File: src/rtl/cpu_pkg.sv
// cpu_pkg: shared widths, arbiter state and writeback request type for the CPU core.
package cpu_pkg;
    localparam int XLEN  = 32;
    localparam int NREGS = 32;
    localparam int AW    = 5;

    typedef enum logic {RR_LSU_NEXT, RR_ALU_NEXT} rr_state_t;

    typedef struct packed {
        logic [AW-1:0]   rd;
        logic [XLEN-1:0] data;
    } wb_req_t;
endpackage

File: src/rtl/wb_scoreboard.sv
// wb_scoreboard: pending-write bitmap; an issue set beats a writeback clear on the same register.
module wb_scoreboard
    import cpu_pkg::*;
(
    input  logic             clk,
    input  logic             reset_n,
    input  logic             i_set_valid,
    input  logic [AW-1:0]    i_set_rd,
    input  logic             i_clr_valid,
    input  logic [AW-1:0]    i_clr_rd,
    output logic [NREGS-1:0] o_pending
);
    logic [NREGS-1:0] w_set;
    logic [NREGS-1:0] w_clr;

    always_comb begin
        w_set = '0;
        w_clr = '0;
        w_set[i_set_rd] = i_set_valid;
        w_clr[i_clr_rd] = i_clr_valid;
    end

    // bit 0 is masked so x0 can never look busy
    always_ff @(posedge clk or negedge reset_n) begin
        if (!reset_n) o_pending <= '0;
        else          o_pending <= ((o_pending & ~w_clr) | w_set) & ~NREGS'(1);
    end
endmodule

File: src/rtl/regfile_writeback.sv
// regfile_writeback: round-robin ALU/LSU writeback arbiter with registered write port,
// forwarding tap and RAW scoreboard.
module regfile_writeback
    import cpu_pkg::*;
(
    input  logic             clk,
    input  logic             reset_n,
    input  logic             alu_valid,
    output logic             alu_ready,
    input  logic [AW-1:0]    alu_rd,
    input  logic [XLEN-1:0]  alu_data,
    input  logic             lsu_valid,
    output logic             lsu_ready,
    input  logic [AW-1:0]    lsu_rd,
    input  logic [XLEN-1:0]  lsu_data,
    input  logic             issue_valid,
    input  logic [AW-1:0]    issue_rd,
    output logic             wr_enable,
    output logic [AW-1:0]    rd_addr,
    output logic [XLEN-1:0]  rd_data,
    output logic             fwd_valid,
    output logic [AW-1:0]    fwd_rd,
    output logic [XLEN-1:0]  fwd_data,
    output logic [NREGS-1:0] pending
);
    rr_state_t       r_rr;
    logic            r_wr_enable;
    logic [AW-1:0]   r_rd_addr;
    logic [XLEN-1:0] r_rd_data;
    logic            w_conflict;
    logic            w_take;
    wb_req_t         w_req;

    assign w_conflict = alu_valid && lsu_valid;
    assign alu_ready  = alu_valid && (!lsu_valid || r_rr == RR_ALU_NEXT);
    assign lsu_ready  = lsu_valid && (!alu_valid || r_rr == RR_LSU_NEXT);
    assign w_take     = alu_ready || lsu_ready;
    assign w_req      = alu_ready ? wb_req_t'{rd: alu_rd, data: alu_data}
                                  : wb_req_t'{rd: lsu_rd, data: lsu_data};

    always_ff @(posedge clk or negedge reset_n) begin
        if (!reset_n) begin
            r_rr        <= RR_LSU_NEXT;
            r_wr_enable <= 1'b0;
            r_rd_addr   <= '0;
            r_rd_data   <= '0;
        end else begin
            r_wr_enable <= w_take && w_req.rd != '0;
            if (w_take) begin
                r_rd_addr <= w_req.rd;
                r_rd_data <= w_req.data;
            end
            // the loser of a conflict gets priority next time
            if (w_conflict) r_rr <= (r_rr == RR_LSU_NEXT) ? RR_ALU_NEXT : RR_LSU_NEXT;
        end
    end

    assign wr_enable = r_wr_enable;
    assign rd_addr   = r_rd_addr;
    assign rd_data   = r_rd_data;
    assign fwd_valid = r_wr_enable;
    assign fwd_rd    = r_rd_addr;
    assign fwd_data  = r_rd_data;

    wb_scoreboard u_sb (
        .clk         (clk),
        .reset_n     (reset_n),
        .i_set_valid (issue_valid && issue_rd != '0),
        .i_set_rd    (issue_rd),
        .i_clr_valid (r_wr_enable),
        .i_clr_rd    (r_rd_addr),
        .o_pending   (pending)
    );
endmodule

File: config.mk
export PLATFORM = sky130hd
export DESIGN_NAME = regfile_writeback
export DESIGN_NICKNAME = d
export VERILOG_FILES = /design/src/rtl/cpu_pkg.sv /design/src/rtl/wb_scoreboard.sv /design/src/rtl/regfile_writeback.sv
export SDC_FILE = /design/constraint.sdc
export NUM_CORES = 1
export LEC_CHECK = 0
export ABC_CLOCK_PERIOD_IN_PS = 2000
export CELL_PAD_IN_SITES_DETAIL_PLACEMENT = 1
export CELL_PAD_IN_SITES_GLOBAL_PLACEMENT = 1
export CORE_MARGIN = 5
export CORE_UTILIZATION = 30
export DETAILED_ROUTE_END_ITERATION = 8
export GPL_ROUTABILITY_DRIVEN = 0
export PLACE_DENSITY = 0.93
export SLEW_MARGIN = 20
export SYNTH_ARGS = -nofsm -noshare
export SYNTH_HDL_FRONTEND = slang
export SYNTH_SLANG_ARGS = --single-unit
File: constraint.sdc
create_clock -name clk -period 2 [get_ports clk]
set_input_delay 0.5 -clock clk [delete_from_list [all_inputs] [get_ports clk]]
set_output_delay 0.5 -clock clk [all_outputs]
set_load 0.03 [all_outputs]
### Word level (Yosys, flattened, before mapping)

Cells that the tools add are included.

* magnitude comparators: 4
* reduce and logical (&&, ||, !) cells: 14
* bitwise gates (word level): 6
* muxes and demuxes: 6

Operators by type and width (count)
* $and 32x32->32: 3
* $mux 37: 1
* $not 32->32: 1
* $or 32x32->32: 1
* $lt 5x6->1 const B: 2
* $demux 1 s5: 2
* $ge 5x1->1 const B: 2
* $reduce_bool 5->1: 2
* $logic_and 1x1->1: 7
* $logic_or 1x1->1: 3
* $mux 1: 3
* $logic_not 1->1: 2
* $not 1->1: 1

* input port bits: 84
* logic and storage cells: 35
* flip-flop bits (word level): 70
* output and inout port bits: 110

### Depth between registers and ports, before layout

* word-level depth: 8
* gate-level depth with buffers: 5
* gate-level depth less buffers: 3

### Cells and area by module

Synthesis repeated with hierarchy kept, for this count alone.

* cell total of the unflattened synthesis: 381
* area, all modules: 3851.2 sq um

By module, submodules not included
* regfile_writeback: times used 1, cells each 260, area each 2568.7 sq um
* wb_scoreboard: times used 1, cells each 121, area each 1282.5 sq um

### Worst setup path before layout

OpenSTA, ideal clock, no wires.

* path type: input port to output port
* from: in alu_valid
* to: out lsu_ready
* path buffers: 2
* stages on the path: 5
* slack: 0.474 ns
* arrival: 1.026 ns
* cells stage by stage: nand2_1 -> nand2_1 -> buf_4 -> buf_4 -> inv_2

* longest elaborated chain between the ends: 3

Ends and longest elaborated chain
* from (decl): line regfile_writeback.sv:8 `input logic alu_valid,`
* $logic_not 1->1: line regfile_writeback.sv:36 `assign lsu_ready = lsu_valid && (!alu_valid || r_rr == RR_LSU_NEXT);`
* $logic_or 1x1->1: line regfile_writeback.sv:36
* $logic_and 1x1->1: line regfile_writeback.sv:36
* to (decl): line regfile_writeback.sv:13 `output logic lsu_ready,`

Every way passes these cells.

### Final worst setup path

* from: in lsu_valid
* to: out alu_ready

* longest elaborated chain between the ends: 3

Ends and longest elaborated chain
* from (decl): line regfile_writeback.sv:12 `input logic lsu_valid,`
* $logic_not 1->1: line regfile_writeback.sv:35 `assign alu_ready = alu_valid && (!lsu_valid || r_rr == RR_ALU_NEXT);`
* $logic_or 1x1->1: line regfile_writeback.sv:35
* $logic_and 1x1->1: line regfile_writeback.sv:35
* to (decl): line regfile_writeback.sv:9 `output logic alu_ready,`

Every way passes these cells.

==> metrics <==
# H-tree levels=3; met2 WL=6.55 mm; Num CTS Buffers=9; Syn Area/Cell=11.2 um2; CTS tree=yes; ANT nets after route=0; die area=approximately 14000 um2; Final min period=1.94 ns; unrepaired setup endpoints after global routing=no; IO Count=around 190; Hold Vio Cnt, Final=0; Setup WS post-layout=~0.060 ns; Worst EP arrival=1.44 ns; Pleak=~2.1 nW; crit-path max FO=4; syn_nets=386; Post-synth EDFFs=0; first-pass GRT wire length=19.6 mm; CTS Root Cell=clkbuf_16; area grow syn2layout=61.6%; total core area=10900 um2; Hold Crit Class=input port to async pin; setup TNS=0 ns; final design utilization=0.501; Peak Freq=between 0.5 and 0.6 GHz; Compound-Gate Fraction of Synth Area=0.219; fin area=around 5500 um2; Main synth FF type=dfrtp_1; Synth area leader=dfrtp_1; GR Overflow Total=0; register area share after synthesis=0.517; Crit Path Category=input port to primary output; top post-synthesis cells by area=dfrtp_1 52%, buf_4 9.3%, or3_1 7.0%, o221a_2 6.6%, o21ai_1 6.5%; Yosys cell types=24; Die W=about 120 um; M1 WL=~4.8 mm; worst skew pair latency=0.32 ns; outcome=completed; xor/xnor share of the synthesized area=0.00258; critical path endpoint category=primary output; DR iter-0 viols=roughly 150; main combinational cell family by area after synthesis=compound AO/OA/AOI/OAI gates; DRC Markers=0; Max-Cap Viols=0; top routing layer used=met4; Via density=between 5 and 6; Synth async-reset ratio=1.00; Starting Density=0.310; routed via count=approximately 3200; Worst EP required=around 1.5 ns; count leader, synth=dfrtp_1; Final Cycle Share=0.970; total power per unit cell area=between 1000 and 1500 nW/um2; Clock Path Buffers=2; Post-layout nets=around 550; delay-heaviest family, CP=buffers and inverters; Tot Pwr=7.55 mW; # diodes=0; CP bufs+invs=3; proportion of synthesized area in mux cells=0; drt total wl=~12 mm; Mapped Cells=approximately 300; clk slew on worst S/H paths=0.06 ns; cell-by-cell trace of the critical path=clkdlybuf4s50_1 > nand2b_2 > nand2_2 > inv_2 > buf_4; Yosys Warn Count=0; Synth Area in Adders=0; Peak VDD IR=0.736 mV; Worst Clk Skew=0.00605 ns; Yosys top cell area share=0.517; die height=116 um; CTS sink cnt=70; Setup WS pre-CTS=-0.0195 ns; row count=38; buffers inserted by post-CTS timing repair=0; simple logic cell fraction of the synthesized area=0.134; DP Area=approximately 5200 um2; Critical Path Source Type=input port; IO Port Bufs=192; number of global-route vias before repair=between 3000 and 4000; largest net degree at the start of global routing=between 70 and 80; layout cells sized above 1=0.118; initial antenna violation count=0; DR WL/cell=between 20 and 25 um; wire length on met3=roughly 900 um; synth cell count leaders=70 x dfrtp_1, 44 x o21ai_1, 42 x buf_4; dpl hpwl=9.58 mm; GRT Overall Usage=0.185; slowest CP cell=clkdlybuf4s50_1; Crit path largest cell delay=approximately 0.55 ns; #FFs+latches synth=70; Max Slew Vio Count=0; Finish-stage setup viols=0; area of the mapped netlist=about 3400 um2; First-pass DRT Iterations=4
==> cell families (layout without fill, tap and decap cells) <==
group,count (synthesis),count (layout)
buffers and inverters,57,222
DFF,70,70
and+or+nand+nor,72,72
AOI/OAI and AO/OA,101,101
other,1,1
xor gates and xnor gates,1,1
==> power breakdown <==
part	internal, mW	switching [mW]
combinational	1.56	2.11
sequential	1.90	0.361
clock	0.983	0.641
total	4.44	3.11
==> flip-flops by register name, summed over array words and instances (netlist names) <==
signal	count
fwd_data	32
fwd_rd	5
u_sb.o_pending	31
fwd_valid	1
r_rr	1
==> per-stage QoR <==
stage / hold slack, ns / instances
final: 0.180 / 607
after global routing: 0.230 / 607
after CTS: 0.214 / 607
after detailed placement: 0.503 / 591
after global placement: 0.482 / 591
after floorplan: 0.204 / 302
==> layout by cell type, fill, tap and decap left out, types with 2 or more instances in the layout <==
master / count
or3b_1: 6
o21ai_0: 18
clkdlybuf4s50_1: 181
o221a_2: 20
or3_1: 38
dlygate4sd2_1: 2
clkbuf_16: 9
nand3_1: 4
buf_4: 13
dfrtp_1: 70
inv_2: 2
or4_1: 2
dlymetal6s2s_1: 6
o221a_1: 17
nor2_1: 4
clkinvlp_4: 2
inv_6: 4
nand3b_1: 10
nand2_1: 5
o21ai_1: 44
==> path summary, 6_finish.rpt <==
path,from,slack (ns),cells past startpoint,end
max reg2reg,fwd_rd[2],0.57,4,u_sb.o_pending[2]
min,reset_n,0.18,2,u_sb.o_pending[17]
max in group asynchronous,reset_n,1.47,2,u_sb.o_pending[25]
min reg2reg,u_sb.o_pending[6],0.51,2,u_sb.o_pending[6]
max,lsu_valid,0.06,5,alu_ready
min in group clk,u_sb.o_pending[6],0.51,2,u_sb.o_pending[6]
==> layout make-up <==
type,instances,area [um2]
fillers,1188,5460
repair buffers,204,2030
flip-flops and latches,70,1750
multi-input cells,175,1210
clock buffers,9,225
well taps,140,175
clock inverters,7,80.1
inverters,2,7.51
==> layer usage <==
layer / global-route usage / vias up
met1: 0.217 / 1592
met2: 0.326 / 133
li1: - / 1421
met4: 0.0557 / 0
met5: 0 / -
met3: 0.0534 / 15
==> timing repair <==
item / CTS / global route
pin swaps: 0 / 0
hold buffers: 0 / 0
resized for setup: 2 / 6
gates cloned: 0 / 0
setup endpoints to repair: 2 / 7
No activity file was read; power rests on OpenSTA's default activity.
